$ cat config.mk
export PLATFORM = sky130hd
export DESIGN_NAME = rf_seq_multiplier_flat
export DESIGN_NICKNAME = d
export VERILOG_FILES = /design/src/rtl/rf_seq_multiplier_pkg.sv /design/src/rtl/rf_seq_multiplier_if.sv /design/src/rtl/rf_seq_multiplier_shift_add.sv /design/src/rtl/rf_seq_multiplier.sv /design/src/flat_wrapper.sv
export SDC_FILE = /design/constraint.sdc
export NUM_CORES = 1
export LEC_CHECK = 0
export BUFFER_PORTS_ARGS = -buffer_cell sky130_fd_sc_hd__clkbuf_2
export CAP_MARGIN = 5
export CORE_AREA = 4 4 74 69
export CTS_CLUSTER_SIZE = 10
export DETAILED_ROUTE_END_ITERATION = 12
export DIE_AREA = 0 0 78 73
export GPL_TIMING_DRIVEN = 0
export PLACE_DENSITY = 0.78
export SYNTH_ARGS = -nofsm -noshare
export SYNTH_HDL_FRONTEND = slang
export SYNTH_SLANG_ARGS = --single-unit
$ cat constraint.sdc
create_clock -name Clk -period 2.34 [get_ports Clk]
set_input_delay 0.351 -clock Clk [delete_from_list [all_inputs] [get_ports Clk]]
set_output_delay 0.351 -clock Clk [all_outputs]
set_load 0.02 [all_outputs]
$ cat src/rtl/rf_seq_multiplier_pkg.sv
`default_nettype none
// +--------------------------------------------------------------------------+
// | rf_mul_pkg : shared widths and FSM encoding for rf_seq_multiplier        |
// | Rev 1.0                                                                  |
// +--------------------------------------------------------------------------+
package rf_mul_pkg;

    localparam int DATA_W = 8;
    localparam int ADDR_W = 3;
    // Must hold the value DATA_W, reached after the final step
    localparam int CNT_W  = $clog2(DATA_W + 1);

    typedef enum logic [2:0] {
        IDLE  = 3'd0,
        LOAD  = 3'd1,
        MUL   = 3'd2,
        WR_LO = 3'd3,
        WR_HI = 3'd4,
        DONE  = 3'd5
    } state_e;

endpackage
`default_nettype wire

$ cat src/rtl/rf_seq_multiplier_if.sv
`default_nettype none
// +--------------------------------------------------------------------------+
// | rf_mul_if : request side and register-file port bundle of the multiplier |
// | Rev 1.0                                                                  |
// +--------------------------------------------------------------------------+
interface rf_mul_if;
    import rf_mul_pkg::*;

    logic              start;
    logic [ADDR_W-1:0] rs;
    logic [ADDR_W-1:0] rt;
    logic [ADDR_W-1:0] rd_lo;
    logic [ADDR_W-1:0] rd_hi;
    logic [ADDR_W-1:0] RX;
    logic [ADDR_W-1:0] RY;
    logic [DATA_W-1:0] busX;
    logic [DATA_W-1:0] busY;
    logic              WEN;
    logic [ADDR_W-1:0] RW;
    logic [DATA_W-1:0] busW;
    logic              busy;
    logic              done;

    modport master (
        input  start, rs, rt, rd_lo, rd_hi, busX, busY,
        output RX, RY, WEN, RW, busW, busy, done
    );

    modport slave (
        output start, rs, rt, rd_lo, rd_hi, busX, busY,
        input  RX, RY, WEN, RW, busW, busy, done
    );

endinterface
`default_nettype wire

$ cat src/rtl/rf_seq_multiplier_shift_add.sv
`default_nettype none
// +--------------------------------------------------------------------------+
// | shift_add_unit : mcand/acc/mplier datapath, one add-shift step per cycle |
// | Option MUL_EARLY_TERM_EN adds zero_left and product realignment. Rev 1.0 |
// +--------------------------------------------------------------------------+
module shift_add_unit
    import rf_mul_pkg::*;
(
    input  wire logic                Clk,
    input  wire logic                Rst,
    input  wire logic                load,
    input  wire logic                step,
    input  wire logic [DATA_W-1:0]   mcandIn,
    input  wire logic [DATA_W-1:0]   mplierIn,
    output logic                     lastStep,
    output logic                     zero_left,
    output logic [2*DATA_W-1:0]      product
);

    logic [DATA_W-1:0]   r_mcand;
    logic [DATA_W-1:0]   r_acc;
    logic [DATA_W-1:0]   r_mplier;
    logic [CNT_W-1:0]    r_count;
    logic [DATA_W:0]     w_sum;
    logic [2*DATA_W-1:0] w_chain;

    assign w_sum   = {1'b0, r_acc} + (r_mplier[0] ? {1'b0, r_mcand} : '0);
    assign w_chain = {r_acc, r_mplier};

    always_ff @(posedge Clk or posedge Rst) begin
        if (Rst) begin
            r_mcand  <= '0;
            r_acc    <= '0;
            r_mplier <= '0;
            r_count  <= '0;
        end else if (load) begin
            r_mcand  <= mcandIn;
            r_acc    <= '0;
            r_mplier <= mplierIn;
            r_count  <= '0;
        end else if (step) begin
            // Carry enters the top of acc, acc LSB enters the top of mplier
            r_acc    <= w_sum[DATA_W:1];
            r_mplier <= {w_sum[0], r_mplier[DATA_W-1:1]};
            r_count  <= r_count + 1'b1;
        end
    end

    assign lastStep = (r_count == CNT_W'(DATA_W - 1));

`ifdef MUL_EARLY_TERM_EN
    logic [DATA_W-1:0] w_remBits;

    // Low DATA_W-count bits of mplier still hold unconsumed multiplier bits
    assign w_remBits = r_mplier & ({DATA_W{1'b1}} >> r_count);
    assign zero_left = (w_remBits[DATA_W-1:1] == '0);
    // Skipped steps would only have shifted; apply them in one go
    assign product   = w_chain >> (CNT_W'(DATA_W) - r_count);
`else
    assign zero_left = 1'b0;
    assign product   = w_chain;
`endif

endmodule
`default_nettype wire

$ cat src/rtl/rf_seq_multiplier.sv
`default_nettype none
// +--------------------------------------------------------------------------+
// | rf_seq_multiplier : shift-add multiplier reading/writing the 8x8 regfile |
// | Option MUL_EARLY_TERM_EN ends MUL once multiplier bits run out. Rev 1.0  |
// +--------------------------------------------------------------------------+
module rf_seq_multiplier
    import rf_mul_pkg::*;
(
    input  wire logic Clk,
    input  wire logic Rst,
    rf_mul_if.master  bus
);

    state_e              r_state;
    state_e              w_stateNext;
    logic [ADDR_W-1:0]   r_rs;
    logic [ADDR_W-1:0]   r_rt;
    logic [ADDR_W-1:0]   r_rdLo;
    logic [ADDR_W-1:0]   r_rdHi;
    logic                w_load;
    logic                w_step;
    logic                w_lastStep;
    logic                w_zeroLeft;
    logic [2*DATA_W-1:0] w_product;

    shift_add_unit u_shiftAdd (
        .Clk       (Clk),
        .Rst       (Rst),
        .load      (w_load),
        .step      (w_step),
        .mcandIn   (bus.busX),
        .mplierIn  (bus.busY),
        .lastStep  (w_lastStep),
        .zero_left (w_zeroLeft),
        .product   (w_product)
    );

    always_ff @(posedge Clk or posedge Rst) begin
        if (Rst) begin
            r_state <= IDLE;
        end else begin
            r_state <= w_stateNext;
        end
    end

    // Request fields are frozen at acceptance so later input changes are inert
    always_ff @(posedge Clk or posedge Rst) begin
        if (Rst) begin
            r_rs   <= '0;
            r_rt   <= '0;
            r_rdLo <= '0;
            r_rdHi <= '0;
        end else if (r_state == IDLE && bus.start) begin
            r_rs   <= bus.rs;
            r_rt   <= bus.rt;
            r_rdLo <= bus.rd_lo;
            r_rdHi <= bus.rd_hi;
        end
    end

    always_comb begin
        w_stateNext = r_state;
        w_load      = 1'b0;
        w_step      = 1'b0;
        case (r_state)
            IDLE:  if (bus.start) w_stateNext = LOAD;
            LOAD: begin
                w_load      = 1'b1;
                w_stateNext = MUL;
            end
            MUL: begin
                w_step = 1'b1;
                if (w_lastStep || w_zeroLeft) w_stateNext = WR_LO;
            end
            WR_LO: w_stateNext = WR_HI;
            WR_HI: w_stateNext = DONE;
            DONE:  w_stateNext = IDLE;
            default: w_stateNext = IDLE;
        endcase
    end

    always_comb begin
        bus.RX   = '0;
        bus.RY   = '0;
        bus.WEN  = 1'b0;
        bus.RW   = '0;
        bus.busW = '0;
        bus.busy = (r_state != IDLE);
        bus.done = (r_state == DONE);
        case (r_state)
            LOAD: begin
                bus.RX = r_rs;
                bus.RY = r_rt;
            end
            WR_LO: begin
                bus.WEN  = 1'b1;
                bus.RW   = r_rdLo;
                bus.busW = w_product[DATA_W-1:0];
            end
            WR_HI: begin
                bus.WEN  = 1'b1;
                bus.RW   = r_rdHi;
                bus.busW = w_product[2*DATA_W-1:DATA_W];
            end
            default: ;
        endcase
    end

endmodule
`default_nettype wire

$ cat src/flat_wrapper.sv
// flat-port wrapper written by rule: the top's interface ports become plain ports
module rf_seq_multiplier_flat import rf_mul_pkg::*;
  (Clk, Rst, bus_start, bus_rs, bus_rt, bus_rd_lo, bus_rd_hi, bus_busX, bus_busY, bus_RX, bus_RY, bus_WEN, bus_RW, bus_busW, bus_busy, bus_done);
  rf_mul_if bus_i ();
  input  wire logic Clk;
  input  wire logic Rst;
  input wire logic [$bits(bus_i.start)-1:0] bus_start;
  input wire logic [$bits(bus_i.rs)-1:0] bus_rs;
  input wire logic [$bits(bus_i.rt)-1:0] bus_rt;
  input wire logic [$bits(bus_i.rd_lo)-1:0] bus_rd_lo;
  input wire logic [$bits(bus_i.rd_hi)-1:0] bus_rd_hi;
  input wire logic [$bits(bus_i.busX)-1:0] bus_busX;
  input wire logic [$bits(bus_i.busY)-1:0] bus_busY;
  output wire logic [$bits(bus_i.RX)-1:0] bus_RX;
  output wire logic [$bits(bus_i.RY)-1:0] bus_RY;
  output wire logic [$bits(bus_i.WEN)-1:0] bus_WEN;
  output wire logic [$bits(bus_i.RW)-1:0] bus_RW;
  output wire logic [$bits(bus_i.busW)-1:0] bus_busW;
  output wire logic [$bits(bus_i.busy)-1:0] bus_busy;
  output wire logic [$bits(bus_i.done)-1:0] bus_done;
  assign bus_i.start = bus_start;
  assign bus_i.rs = bus_rs;
  assign bus_i.rt = bus_rt;
  assign bus_i.rd_lo = bus_rd_lo;
  assign bus_i.rd_hi = bus_rd_hi;
  assign bus_i.busX = bus_busX;
  assign bus_i.busY = bus_busY;
  assign bus_RX = bus_i.RX;
  assign bus_RY = bus_i.RY;
  assign bus_WEN = bus_i.WEN;
  assign bus_RW = bus_i.RW;
  assign bus_busW = bus_i.busW;
  assign bus_busy = bus_i.busy;
  assign bus_done = bus_i.done;
  rf_seq_multiplier u_core (.Clk(Clk), .Rst(Rst), .bus(bus_i));
endmodule
# After elaboration in Yosys (flattened, before gate mapping)
# Index checks and enable logic that the tools add are counted.
[word_totals]
out_inout_bits = 20
register_bits = 43
[op_classes]
add_sub_neg = 2
muxes = 17
reduce_logical = 6
eq_ne = 8
[op_table]
columns = ["op", "n"]
rows = [
  ["$mux 8", 5],
  ["$pmux 8 s2", 1],
  ["$pmux 3 s5", 1],
  ["$mux 3", 4],
  ["$add 8x9->9", 1],
  ["$mux 4", 2],
  ["$eq 3x2->1 const B", 2],
  ["$eq 3x3->1 const B", 2],
  ["$pmux 3 s2", 1],
  ["$add 4x1->4 const B", 1],
  ["$eq 4x3->1 const B", 1],
  ["$ne 2x2->1 const B", 2],
  ["$eq 3x1->1 const B", 1],
  ["$logic_not 3->1", 1],
  ["$mux 1", 3],
  ["$reduce_bool 3->1", 1],
  ["$reduce_and 2->1", 1],
  ["$reduce_bool 2->1", 1],
  ["$reduce_or 2->1", 1],
  ["$logic_and 1x1->1", 1],
]

# Longest topological paths before layout
# Gate-level depths: netlist (run 1).
[logic_depth]
word_depth = 4
ltp_mapped = 7

# By module
# Synthesis (run 1) repeated with hierarchy kept, for this count alone.
[unflattened]
hier_cells = 213
area_unflattened_um2 = 2384.8
[by_module_without_submodules]
columns = ["mod", "cells_each", "area_per_inst_um2", "n_inst", "seq_area_each_um2"]
rows = [
  ["shift_add_unit", 147, 1544.0, 1, 700.7],
  ["rf_seq_multiplier", 66, 840.8, 1, 375.4],
]

# Least setup slack after synthesis (run 1)
# No wires, ideal clock.
[synth_timing]
path_kind = "register to register"
from = "register u_core.u_shiftAdd.r_mplier[0]"
to = "register u_core.u_shiftAdd.r_acc[5]"
setup_ps = 127
n_path_buf = 0
period_less_slack_ps = 2025
stages_incl_launch_ff = 8
required_time_ps = 2213
path_slack_ps = 315
arrival_ps = 1898
cell_sequence = "dfrtp_1 -> and2_1 -> ha_1 -> fa_1 -> a21o_1 -> a221oi_1 -> xor2_1 -> o21ai_0"
[synth_via]
elab_chain_len = 4
[synth_lines]
columns = ["element", "line", "source"]
rows = [
  ["start: declaration", "rf_seq_multiplier_shift_add.sv:22", "logic [DATA_W-1:0] r_mplier;"],
  ["start signal: assignment", "rf_seq_multiplier_shift_add.sv:39", "r_mplier <= mplierIn;"],
  ["start signal: assignment", "rf_seq_multiplier_shift_add.sv:44", "r_mplier <= {w_sum[0], r_mplier[DATA_W-1:1]};"],
  ["$mux 8", "rf_seq_multiplier_shift_add.sv:27", "assign w_sum = {1'b0, r_acc} + (r_mplier[0] ? {1'b0, r_mcand} : '0);"],
  ["$add 8x9->9", "rf_seq_multiplier_shift_add.sv:27", ""],
  ["$mux 8", "rf_seq_multiplier_shift_add.sv:41", "end else if (step) begin"],
  ["$mux 8", "rf_seq_multiplier_shift_add.sv:36", "end else if (load) begin"],
  ["end signal: assignment", "rf_seq_multiplier_shift_add.sv:43", "r_acc <= w_sum[DATA_W:1];"],
  ["end: declaration", "rf_seq_multiplier_shift_add.sv:21", "logic [DATA_W-1:0] r_acc;"],
]
# Every way passes these cells. The select of a mux whose other input is x is not followed.
# A chain may end at the register's enable or synchronous reset.

# Final worst setup path (run 1)
[layout_timing]
from = "register u_core.r_state[2]"
to = "output bus_busW[0]"
[layout_via]
elab_chain_len = 2
word_cells_on_any_way = 3
cone_classes = "eq/ne (2); mux (1)"
[layout_lines]
columns = ["element", "line", "source"]
rows = [
  ["start: declaration", "rf_seq_multiplier.sv:14", "state_e r_state;"],
  ["start signal: assignment", "rf_seq_multiplier.sv:42", "r_state <= w_stateNext;"],
  ["$eq 3x3->1 / $eq 3x2->1 (equally long branches)", "rf_seq_multiplier.sv:90", "case (r_state)"],
  ["$pmux 8 s2 *", "rf_seq_multiplier.sv:90", ""],
  ["end: declaration", "flat_wrapper.sv:18", "output wire logic [$bits(bus_i.busW)-1:0] bus_busW;"],
]
# Mark *: on every way between the ends. The rest lies on a longest branch, timed or not.

==> key figures, run 1 <==
Outcome
  – Status: completed

Placement
  – Post-DP HPWL: 3.62 mm
  – Area post-placement: 0.00261 sq mm
  – # placed instances: around 320
  – IO Port Bufs: 50
  – RD Place Congestion: 0.871

Drt
  – Initial DRC count: 105
  – Drt pass-1 iters: 4
  – Drt drc: 0
  – Antenna violation net count after detailed routing: 0
  – Vias per cell: 5.47
  – Wirelength, routed: 5.07 mm
  – Routed vias: between 1,500 and 2,000
  – Routed WL per cell: 15.3 um

Critical path
  – WP data arrival: 1.86 ns
  – Crit path largest cell delay: 0.42 ns
  – CP max stage cell: dfrtp_1
  – Crit Path Class: reg2out
  – Worst Setup End Kind: output pin
  – Worst EP required: 1.99 ns
  – Critical Path Source Type: register
  – Worst-path fanout max: 10
  – Cell Chain, Critical Path: buf_2, nor3b_2, clkbuf_4, a22o_1, clkbuf_2

Clock tree
  – H-Tree Depth: 2
  – Clk root buf: clkbuf_8
  – Worst-Skew Late Latency: roughly 0.29 ns
  – CTS Sinks: 43
  – Clk pin slew, worst setup/hold paths: roughly 0.080 ns
  – Clk buf depth: 2
  – TritonCTS Buffers: 5
  – CTS tree: built

Floorplan
  – Initial Util: 52.5%
  – Die Width: 78 um
  – Core area: 0.00435 sq mm
  – Die height: 73 um
  – Top Ports: 51
  – Die area: between 0.005 and 0.006 sq mm
  – Std-Cell Rows: 23

Power
  – Leakage: 1.38 nW
  – Comb power frac: 47.7%
  – Pint: 2.36 mW
  – Worst vdd ir: 0.000691 V
  – Clock share of power: between 10% and 20%
  – Flop pwr share: 34.7%
  – Pwr dens: between 1000 and 1500 mW/mm^2
  – Psw: between 1.5 and 2 mW
  – Switching Fraction: 39.4%

Finish
  – Multi-input logic area: 0.00116 sq mm
  – Filler-free cell count of the finished design: about 330
  – N_diodes: 0
  – Area added between synthesis and finish: 21.7%
  – Fillers: 363
  – Layout cells sized above 1: 37.0%
  – Nets@finish: 310
  – FF/Latch Area: 0.00108 sq mm
  – Post-route cell area: 0.00278 sq mm
  – Fin util: 64.0%

Timing
  – Slew at the pin closest to its max-slew limit: 0.908 ns
  – Final min period: ~2.2 ns
  – Setup TNS Final: 0 ns
  – Max-slew violations: 0
  – Crit share post-route: 94.4%
  – Final clock skew: 0.00306 ns
  – RSZ-0062 raised after global routing: no
  – Maximum clock frequency: 0.453 GHz
  – Relative slew slack: 39.4%
  – Final setup violation count: 0
  – Final hold vios: 0
  – Worst hold slack: between 0.2 and 0.25 ns

Synthesis
  – Area share of the largest cell type after synthesis: 47.1%
  – Number of synthesized register bits: 43
  – Synth cell types: 41
  – Yosys Warn Count: 0
  – Syn nets: 252
  – Post-synthesis instance area: 0.00228 sq mm
  – Register area share after synthesis: 47.1%
  – Post-synthesis cell count: approximately 210
  – Avg Inst Size Synth: 10.8 sq um
  – Leading cell types by total area after synthesis: dfrtp_1 47%, mux2_2 11%, a22o_1 5.0%
  – Area leader, netlist: dfrtp_1

GRT
  – Global route overflow: 0
  – Overall routing resource usage: a little under a fifth
  – Gr busiest metal: met2
  – Met1 usage: between 20% and 30%
  – Met2 global-route usage: 30.4%
  – Largest net degree at the start of global routing: 44
  – First-pass GRT wire length: between 8 and 9 mm
  – Number of global-route vias before repair: about 1,800
  – Antenna violations before repair: 0
  – M3 GR Usage: 4.32%

Job
  – Total of max-cap violations: 0

Hold path
  – Min-delay worst type: in2async
==> critical path, delay by kind of cell (launching register included) <==
family / cells / cell delay (ns)
buf+inv: 3 / 0.68
flops: 1 / 0.42
simple gates: 1 / 0.27
compound gates: 1 / 0.19
==> area by class of cell <==
type / instances / area share (%)
inverters: 4 / 0.540
clock buffers: 5 / 2.48
multi-input cells: 153 / 41.6
flip-flops and latches: 43 / 38.8
well taps: 62 / 2.79
clock inverters: 3 / 2.43
plain buffers: 11 / 2.07
repair buffers: 51 / 9.28
==> cells in the mapped netlist <==
cell	number
a211oi_1	1
a21boi_0	1
a21o_1	3
a21oi_1	3
a221oi_1	2
a22o_1	13
a22oi_1	8
a31oi_1	1
a32o_1	1
and2_1	14
and3_1	3
buf_2	8
clkbuf_1	2
clkbuf_2	1
dfrtp_1	43
fa_1	1
ha_1	9
inv_1	4
mux2_2	22
mux2i_1	1
nand2_1	24
nand2b_1	2
nand3_1	2
nand3b_1	2
nand4_1	1
nor2_1	9
nor3_1	2
nor3b_1	2
nor3b_2	2
nor4bb_1	1
o2111ai_1	1
o21ai_0	10
o221ai_1	1
o311ai_1	1
o31a_1	1
o31ai_1	1
or2_2	2
or3_1	1
or3b_1	1
xnor2_1	2
xor2_1	2
==> layout by cell type, fill, tap and decap left out, drive strengths merged, types with 2 or more instances in the layout <==
cell	n
dfrtp	43
nand3b	2
o21ai	10
nand2	24
nor3b	4
mux2	22
nor3	2
a22o	13
buf	9
inv	4
bufinv	2
clkbuf	58
nor2	9
a221oi	2
and3	3
nand2b	2
xor2	2
or2	2
a22oi	8
a21o	3
nand3	2
xnor2	2
and2	14
a21oi	3
ha	9
==> state kept, by name, summed over array words and instances, names as in the netlist <==
name                        cells
u_core.r_rs                     3
u_core.r_state                  3
u_core.u_shiftAdd.r_count       4
u_core.r_rdLo                   3
u_core.u_shiftAdd.r_mcand       8
u_core.u_shiftAdd.r_mplier      8
u_core.r_rdHi                   3
u_core.r_rt                     3
u_core.u_shiftAdd.r_acc         8
==> metal layers <==
| metal | vias up | wire, um |
|---|---|---|
| met5 | - | 0 |
| met4 | 0 | 24 |
| met3 | 4 | 268 |
| met2 | 51 | 2450 |
| met1 | 881 | 2330 |
| li1 | 881 | - |
==> through the flow <==
step	power (mW)	setup WS (ns)
CTS	3.88	0.0129
detailed placement	3.17	0.0895
global placement	3.10	0.0936
global route	4.20	0.00789
floorplan	2.68	0.315
finish	3.89	0.132
==> path summary, 6_finish.rpt <==
path,from,endpoint,cells after the start,slack [ns]
min in group Clk,bus_busY[7],u_core.u_shiftAdd.r_mplier[7],3,0.27
setup reg to reg,u_core.u_shiftAdd.r_mplier[0],u_core.u_shiftAdd.r_acc[5],7,0.18
max in group asynchronous,Rst,u_core.u_shiftAdd.r_mplier[0],2,1.48
setup / recovery,u_core.r_state[2],bus_busW[0],5,0.13
hold / removal,Rst,u_core.r_rt[1],2,0.24
hold reg to reg,u_core.r_rs[1],u_core.r_rs[1],1,0.50
==> repair_timing <==
action                     in CTS  in global routing
buffers inserted                0                  1
setup endpoints to repair       8                 11
hold buffers                    0                  0
pin swaps                       0                  1
gates resized for setup         4                  4
==> power by group through the flow <==
stage	registers, mW	clock network, mW	logic [mW]
after floorplan	1.27	0	1.40
after global placement	1.35	0	1.76
after detailed placement	1.36	0	1.81
after CTS	1.35	0.689	1.84
after global routing	1.40	0.724	2.08
final	1.35	0.683	1.86
==> cells by family after synthesis <==
| group | synth area share, % |
|---|---|
| simple gates | 15.8 |
| flops | 47.1 |
| mux | 11.3 |
| compound gates | 15.5 |
| fa+ha+maj | 5.81 |
| xor+xnor | 1.53 |
| buf+inv | 2.96 |
(Power assumes the default switching activity.)
==> run 2, diff against run 1 <==
--- a/config.mk
+++ b/config.mk
@@ -7,12 +7,12 @@
 export LEC_CHECK = 0
 export BUFFER_PORTS_ARGS = -buffer_cell sky130_fd_sc_hd__clkbuf_2
 export CAP_MARGIN = 5
-export CORE_AREA = 4 4 74 69
+export CORE_AREA = 2 2 83 77
 export CTS_CLUSTER_SIZE = 10
 export DETAILED_ROUTE_END_ITERATION = 12
-export DIE_AREA = 0 0 78 73
+export DIE_AREA = 0 0 85 79
 export GPL_TIMING_DRIVEN = 0
-export PLACE_DENSITY = 0.78
+export PLACE_DENSITY = 0.63
 export SYNTH_ARGS = -nofsm -noshare
 export SYNTH_HDL_FRONTEND = slang
 export SYNTH_SLANG_ARGS = --single-unit
==> constraint.sdc (replaced) <==
create_clock -name Clk -period 1.8 [get_ports Clk]
set_input_delay 0.27 -clock Clk [delete_from_list [all_inputs] [get_ports Clk]]
set_output_delay 0.27 -clock Clk [all_outputs]
set_load 0.02 [all_outputs]
==> key figures, run 2 (synthesis results as in run 1) <==
Outcome
  – Status: finished, violations left
  – Failing checks: negative hold slack, negative setup slack

Power
  – Switching Fraction: 38.8% (-0.63 points)
  – Psw: 2.47 mW (+61%)
  – Clock share of power: 10.8% (-6.7 points)
  – Leakage: 1.61 nW (+17%)
  – Worst vdd ir: 0.000741 V (+7.2%)
  – Pwr dens: 1840 mW/mm^2 (+32%)
  – Comb power frac: 60.9% (+13 points)
  – Pint: 3.90 mW (+65%)
  – Flop pwr share: 28.2% (-6.5 points)

GRT
  – Overall routing resource usage: 18.3% (-0.41 points)
  – Global route overflow: 0 (unchanged)
  – Number of global-route vias before repair: 1,884 (+6.0%)
  – Antenna violations before repair: 0 (unchanged)
  – Largest net degree at the start of global routing: 24 (-45%)
  – First-pass GRT wire length: 9.63 mm (+14%)

Timing
  – Worst hold slack: -0.0141 ns (-0.251 ns)
  – Final min period: 1.97 ns
  – Final setup violation count: 22 (+22)
  – Final WS setup: -0.171 ns (-0.303 ns)
  – Slew at the pin closest to its max-slew limit: 0.513 ns (-0.394 ns)
  – Setup TNS Final: -2.45 ns (-2.45 ns)
  – RSZ-0062 raised after global routing: yes
  – Crit share post-route: 110%
  – Relative slew slack: 65.7% (+26 points)
  – Max-slew violations: 0 (unchanged)
  – Maximum clock frequency: a little over 0.5 GHz
  – Final hold vios: 20 (+20)
  – Final clock skew: 0.0105 ns (+0.00742 ns)

Placement
  – RD Place Congestion: 0.804 (-7.7%)
  – Area post-placement: 0.00266 sq mm (+1.9%)
  – Post-DP HPWL: 3.80 mm (+4.9%)
  – IO Port Bufs: 50 (unchanged)
  – # placed instances: 334 (+3.4%)

Drt
  – Vias per cell: 5.45 (-0.42%)
  – Drt pass-1 iters: 4 (unchanged)
  – Wirelength, routed: 6.35 mm (+25%)
  – Antenna violation net count after detailed routing: 0 (unchanged)
  – Routed vias: 2,022 (+11%)
  – Initial DRC count: 270 (+160%)
  – Routed WL per cell: 17.1 um (+12%)
  – Drt drc: 0 (unchanged)

Floorplan
  – Std-Cell Rows: 27 (+17%)
  – Core area: 0.00591 sq mm (+36%)
  – Die height: 79 um (+8.2%)
  – Die area: 0.00672 sq mm (+18%)
  – Die Width: 85 um (+9.0%)
  – Initial Util: 38.6% (-14 points)
  – Top Ports: 51 (unchanged)

Critical path
  – Worst-path fanout max: 4 (-6)
  – Register-to-Register Path Depth: 7 (unchanged)
  – Levels on crit path: 7 (+2)
  – Crit Path Class: reg2reg
  – Critical Path Source Type: register
  – Worst Setup End Kind: register
  – Crit path largest cell delay: 0.44 ns (+0.02 ns)
  – RR Endpoint: u_core.u_shiftAdd.r_acc[5]
  – WP data arrival: 2.17 ns (+0.31 ns)
  – Cell family with most CP delay: compound AO/OA/AOI/OAI gates
  – Reg-to-reg slack, setup: -0.17 ns (-0.35 ns)
  – RR Startpoint: u_core.u_shiftAdd.r_mplier[0]
  – Cell Chain, Critical Path: and2_4, ha_4, fa_2, a21o_1, a221oi_2, xor2_1, o21ai_1
  – CP max stage cell: dfrtp_2
  – Worst EP required: 1.99 ns (about the same)
  – WP buf/inv: 0 (-3)

Clock tree
  – Clk buf depth: 2 (unchanged)
  – CTS tree: built
  – Clk pin slew, worst setup/hold paths: 0.09 ns (about the same)
  – Clk root buf: clkbuf_8
  – H-Tree Depth: 2 (unchanged)
  – CTS Sinks: 43 (unchanged)
  – TritonCTS Buffers: 5 (unchanged)
  – Worst-Skew Late Latency: 0.30 ns (about the same)

Hold path
  – Min-delay worst type: in2async

Finish
  – Area added between synthesis and finish: 51.5%
  – Most common cell after layout, fill and taps aside: dfrtp_1
  – Largest registers: u_core.u_shiftAdd.r_acc x8, u_core.u_shiftAdd.r_mcand x8, u_core.u_shiftAdd.r_mplier x8
  – Post-route cell area: 0.00346 sq mm (+24%)
  – Layout cells sized above 1: 54.2% (+17 points)
  – Commonest cells after routing, fill and taps aside: 42 x dfrtp_1, 32 x clkbuf_2, 25 x buf_4, 24 x nand2_1, 22 x mux2_2
  – N_diodes: 0 (unchanged)
  – Filler-free cell count of the finished design: 371 (+12%)
  – Nets@finish: 339 (+9.4%)

Job
  – Total of max-cap violations: 0 (unchanged)
## run 2: through the flow
stage	power, mW	hold WS [ns]	worst slack, ns	util [%]
detailed placement	4.15	0.323	-0.317	45.0
global route	6.79	0.00989	-0.217	58.5
finish	6.37	-0.0141	-0.171	58.5
CTS	5.67	0.000461	-0.142	54.5
global placement	4.07	0.481	-0.299	44.5
floorplan	3.49	0.387	-0.0694	-
## run 2: metal layers
metal  GRT usage [%]  vias to the layer above  part of all wire [%]
met2            29.6                       74                    49
met1            25.1                      996                    43
met5               0                        -                     0
met3            3.74                       11                   5.9
met4            5.08                        0                   1.4
li1                -                      941                     -
## run 2: worst max path at each step
| stage | start | to | slack (ns) |
|---|---|---|---|
| after global routing | u_core.r_state[1] | bus_busW[6] | -0.22 |
| after detailed placement | u_core.r_state[1] | bus_RX[1] | -0.32 |
| after floorplan | u_core.u_shiftAdd.r_mplier[0] | u_core.u_shiftAdd.r_acc[5] | -0.07 |
| after global placement | u_core.r_state[1] | bus_RX[1] | -0.30 |
| after CTS | u_core.u_shiftAdd.r_mplier[0] | u_core.u_shiftAdd.r_acc[5] | -0.14 |
| final | u_core.u_shiftAdd.r_mplier[0] | u_core.u_shiftAdd.r_acc[5] | -0.17 |
## run 2: worst register-to-register path: stages (launching register included)
cell      delay (ns)
dfrtp_2         0.44
and2_4          0.15
ha_4            0.17
fa_2            0.34
a21o_1          0.22
a221oi_2        0.32
xor2_1          0.18
o21ai_1         0.07
## run 2: timing repair
action / in CTS / in global routing
hold buffers: 0 / 0
pin swaps: 28 / 25
cloned: 1 / 0
endpoints found under the setup margin: 39 / 43
resized for setup: 81 / 38
buffers inserted: 17 / 11
## run 2: power groups by stage
stage	Sequential, mW	Clock [mW]	Combinational, mW
6_report	1.80	0.691	3.88
4_1_cts	1.76	0.708	3.21
3_5_place_dp	1.76	0	2.39
3_3_place_gp	1.75	0	2.33
2_1_floorplan	1.66	0	1.83
5_1_grt	1.86	0.750	4.18
## run 2: cell type report
| type | count | area [sq um] |
|---|---|---|
| Fill cell | 481 | 2450 |
| Multi-Input combinational cell | 153 | 1380 |
| Sequential cell | 43 | 1080 |
| Timing Repair Buffer | 80 | 679 |
| Buffer | 11 | 113 |
| Clock buffer | 8 | 100 |
| Tap cell | 72 | 90.1 |
| Inverter | 4 | 15.0 |
==> run 3, diff against run 2 <==
--- a/config.mk
+++ b/config.mk
@@ -11,8 +11,8 @@
 export CTS_CLUSTER_SIZE = 10
 export DETAILED_ROUTE_END_ITERATION = 12
 export DIE_AREA = 0 0 85 79
-export GPL_TIMING_DRIVEN = 0
 export PLACE_DENSITY = 0.63
+export SKIP_LAST_GASP = 1
 export SYNTH_ARGS = -nofsm -noshare
 export SYNTH_HDL_FRONTEND = slang
 export SYNTH_SLANG_ARGS = --single-unit
==> key figures, run 3 (synthesis results as in run 1) <==
Clock tree
  – H-Tree Depth: 2 (unchanged)
  – Hold_buf cts: 0 (unchanged)
  – CTS tree: built
  – Worst-Skew Late Latency: 0.30 ns (about the same)
  – Clk buf depth: 2 (unchanged)
  – Clk root buf: clkbuf_8
  – Clk pin slew, worst setup/hold paths: 0.09 ns (about the same)
  – CTS Sinks: 43 (unchanged)
  – TritonCTS Buffers: 5 (unchanged)

Finish
  – Filler-free cell count of the finished design: 379 (+2.2%)
  – Area added between synthesis and finish: 49.2%
  – Nets@finish: 347 (+2.4%)
  – N_diodes: 0 (unchanged)
  – Layout cells sized above 1: 54.7% (+0.54 points)
  – Largest registers: u_core.u_shiftAdd.r_acc x8, u_core.u_shiftAdd.r_mcand x8, u_core.u_shiftAdd.r_mplier x8
  – Most common cell after layout, fill and taps aside: dfrtp_1
  – Commonest cells after routing, fill and taps aside: 40 x dfrtp_1, 38 x clkbuf_2, 36 x buf_4, 24 x nand2_1, 23 x buf_6
  – Post-route cell area: 0.00341 sq mm (-1.5%)

Timing
  – Slew at the pin closest to its max-slew limit: 0.633 ns (+0.119 ns)
  – RSZ-0062 raised after global routing: yes
  – Max-slew violations: 0 (unchanged)
  – Relative slew slack: 57.8% (-7.9 points)
  – Final clock skew: 0.00544 ns (-0.00504 ns)
  – Final min period: 1.92 ns (-0.0508 ns)
  – Crit share post-route: 107% (-2.8 points)
  – Final hold vios: 0 (-100%)
  – Maximum clock frequency: 0.521 GHz (+2.6%)
  – Final setup violation count: 16 (-27%)
  – Final WS setup: -0.121 ns (+0.0508 ns)
  – Setup TNS Final: -1.06 ns (+1.39 ns)

GRT
  – Number of global-route vias before repair: 1,993 (+5.8%)
  – Overall routing resource usage: 17.8% (-0.56 points)
  – Antenna violations before repair: 0 (unchanged)
  – Global route overflow: 0 (unchanged)
  – Largest net degree at the start of global routing: 44 (+83%)
  – First-pass GRT wire length: 9.50 mm (-1.4%)

Critical path
  – WP buf/inv: 0 (unchanged)
  – Worst EP required: 1.99 ns (about the same)
  – Register-to-Register Path Depth: 7 (unchanged)
  – Cell family with most CP delay: compound AO/OA/AOI/OAI gates
  – Reg-to-reg slack, setup: -0.12 ns (+0.05 ns)
  – WP data arrival: 2.11 ns (-0.06 ns)
  – CP max stage cell: dfrtp_1
  – Crit path largest cell delay: 0.38 ns (-0.06 ns)
  – Critical Path Source Type: register
  – Crit Path Class: reg2reg
  – RR Startpoint: u_core.u_shiftAdd.r_mcand[0]
  – Worst Setup End Kind: register
  – RR Endpoint: u_core.u_shiftAdd.r_acc[5]
  – Worst-path fanout max: 2 (-2)
  – Cell Chain, Critical Path: and2_4, ha_4, fa_2, a21o_1, a221oi_2, xor2_1, o21ai_1

Drt
  – Drt pass-1 iters: 4 (unchanged)
  – Drt drc: 0 (unchanged)
  – Vias per cell: 5.29 (-3.0%)
  – Antenna violation net count after detailed routing: 0 (unchanged)
  – Wirelength, routed: 6.08 mm (-4.2%)
  – Routed WL per cell: 16.1 um (-6.2%)
  – Initial DRC count: 92 (-66%)
  – Routed vias: 2,004 (-0.89%)

Power
  – Leakage: 1.61 nW (+0.43%)
  – Pwr dens: 1880 mW/mm^2 (+1.9%)
  – Worst vdd ir: 0.000769 V (+3.7%)
  – Power Total: 6.39 mW (+0.35%)

Placement
  – IO Port Bufs: 50 (unchanged)
  – Post-DP HPWL: 3.70 mm (-2.5%)
  – Area post-placement: 0.00278 sq mm (+4.6%)
  – DP Worst Slack: -0.131 ns (+0.186 ns)
  – # placed instances: 349 (+4.5%)
  – RD Place Congestion: 0.763 (-5.2%)

Outcome
  – Status: finished, violations left
  – Failing checks: negative setup slack

Hold path
  – Min-delay worst type: in2async

Floorplan
  – Die height: 79 um (unchanged)
  – Die Width: 85 um (unchanged)
  – Die area: 0.00672 sq mm (unchanged)
  – Initial Util: 38.6% (unchanged)
  – Std-Cell Rows: 27 (unchanged)
  – Core area: 0.00591 sq mm (unchanged)
  – Top Ports: 51 (unchanged)

Job
  – Total of max-cap violations: 0 (unchanged)
run 3: cell types whose count changed in the layout (fill, tap and decap cells not counted), sizes merged:
cell	previous run	this run
inv	4	5
bufinv	0	1
buf	45	61
clkbuf	54	44
run 3: layout make-up:
type / instances / area (sq um)
Clock buffer: 6 / 82.6
Clock inverter: 2 / 38.8
Multi-Input combinational cell: 153 / 1360
Tap cell: 72 / 90.1
Fill cell: 510 / 2500
Sequential cell: 43 / 1080
Timing Repair Buffer: 99 / 739
Inverter: 4 / 15.0
run 3: through the flow:
stage | utilization (%) | hold slack (ns)
2_1_floorplan | - | 0.387
3_3_place_gp | 47.1 | 0.424
3_5_place_dp | 47.1 | 0.427
4_1_cts | 53.2 | 0.105
5_1_grt | 57.6 | 0.137
6_report | 57.6 | 0.0924
run 3: repair_timing:
action | in CTS | in global routing
endpoints found under the setup margin | 27 | 24
gates resized for setup | 38 | 63
gates cloned | 1 | 2
pin swaps | 9 | 31
setup buffers | 9 | 11
run 3: tightest hold or removal path, cell delays in order:
cell and delay (ns):
clkbuf_2 0.08, inv_1 0.04, buf_4 0.47
run 3: per-layer routing:
| metal | vias up | wire length [um] | global-route usage, % |
|---|---|---|---|
| met3 | 6 | 227 | 4.05 |
| met4 | 0 | 104 | 6.03 |
| met1 | 999 | 2780 | 24.0 |
| met5 | - | 0 | 0 |
| li1 | 955 | - | - |
| met2 | 44 | 2970 | 28.2 |
run 3: worst max path at each step:
stage | startpoint | to | slack [ns] | cells after the start
finish | u_core.u_shiftAdd.r_mcand[0] | u_core.u_shiftAdd.r_acc[5] | -0.12 | 7
global route | u_core.u_shiftAdd.r_mplier[0] | u_core.u_shiftAdd.r_acc[5] | -0.22 | 7
CTS | u_core.r_state[1] | bus_busW[7] | -0.12 | 5
detailed placement | u_core.u_shiftAdd.r_mplier[0] | u_core.u_shiftAdd.r_acc[5] | -0.13 | 7
global placement | u_core.u_shiftAdd.r_mplier[0] | u_core.u_shiftAdd.r_acc[5] | -0.11 | 7
floorplan | u_core.u_shiftAdd.r_mplier[0] | u_core.u_shiftAdd.r_acc[5] | -0.07 | 7
run 3: report_power, final:
group	switching [mW]	total (mW)	internal [mW]	leakage (nW)
registers	0.377	1.81	1.43	0.530
logic	1.71	3.77	2.06	1.02
clock network	0.360	0.817	0.457	0.0618
total	2.45	6.39	3.95	1.61
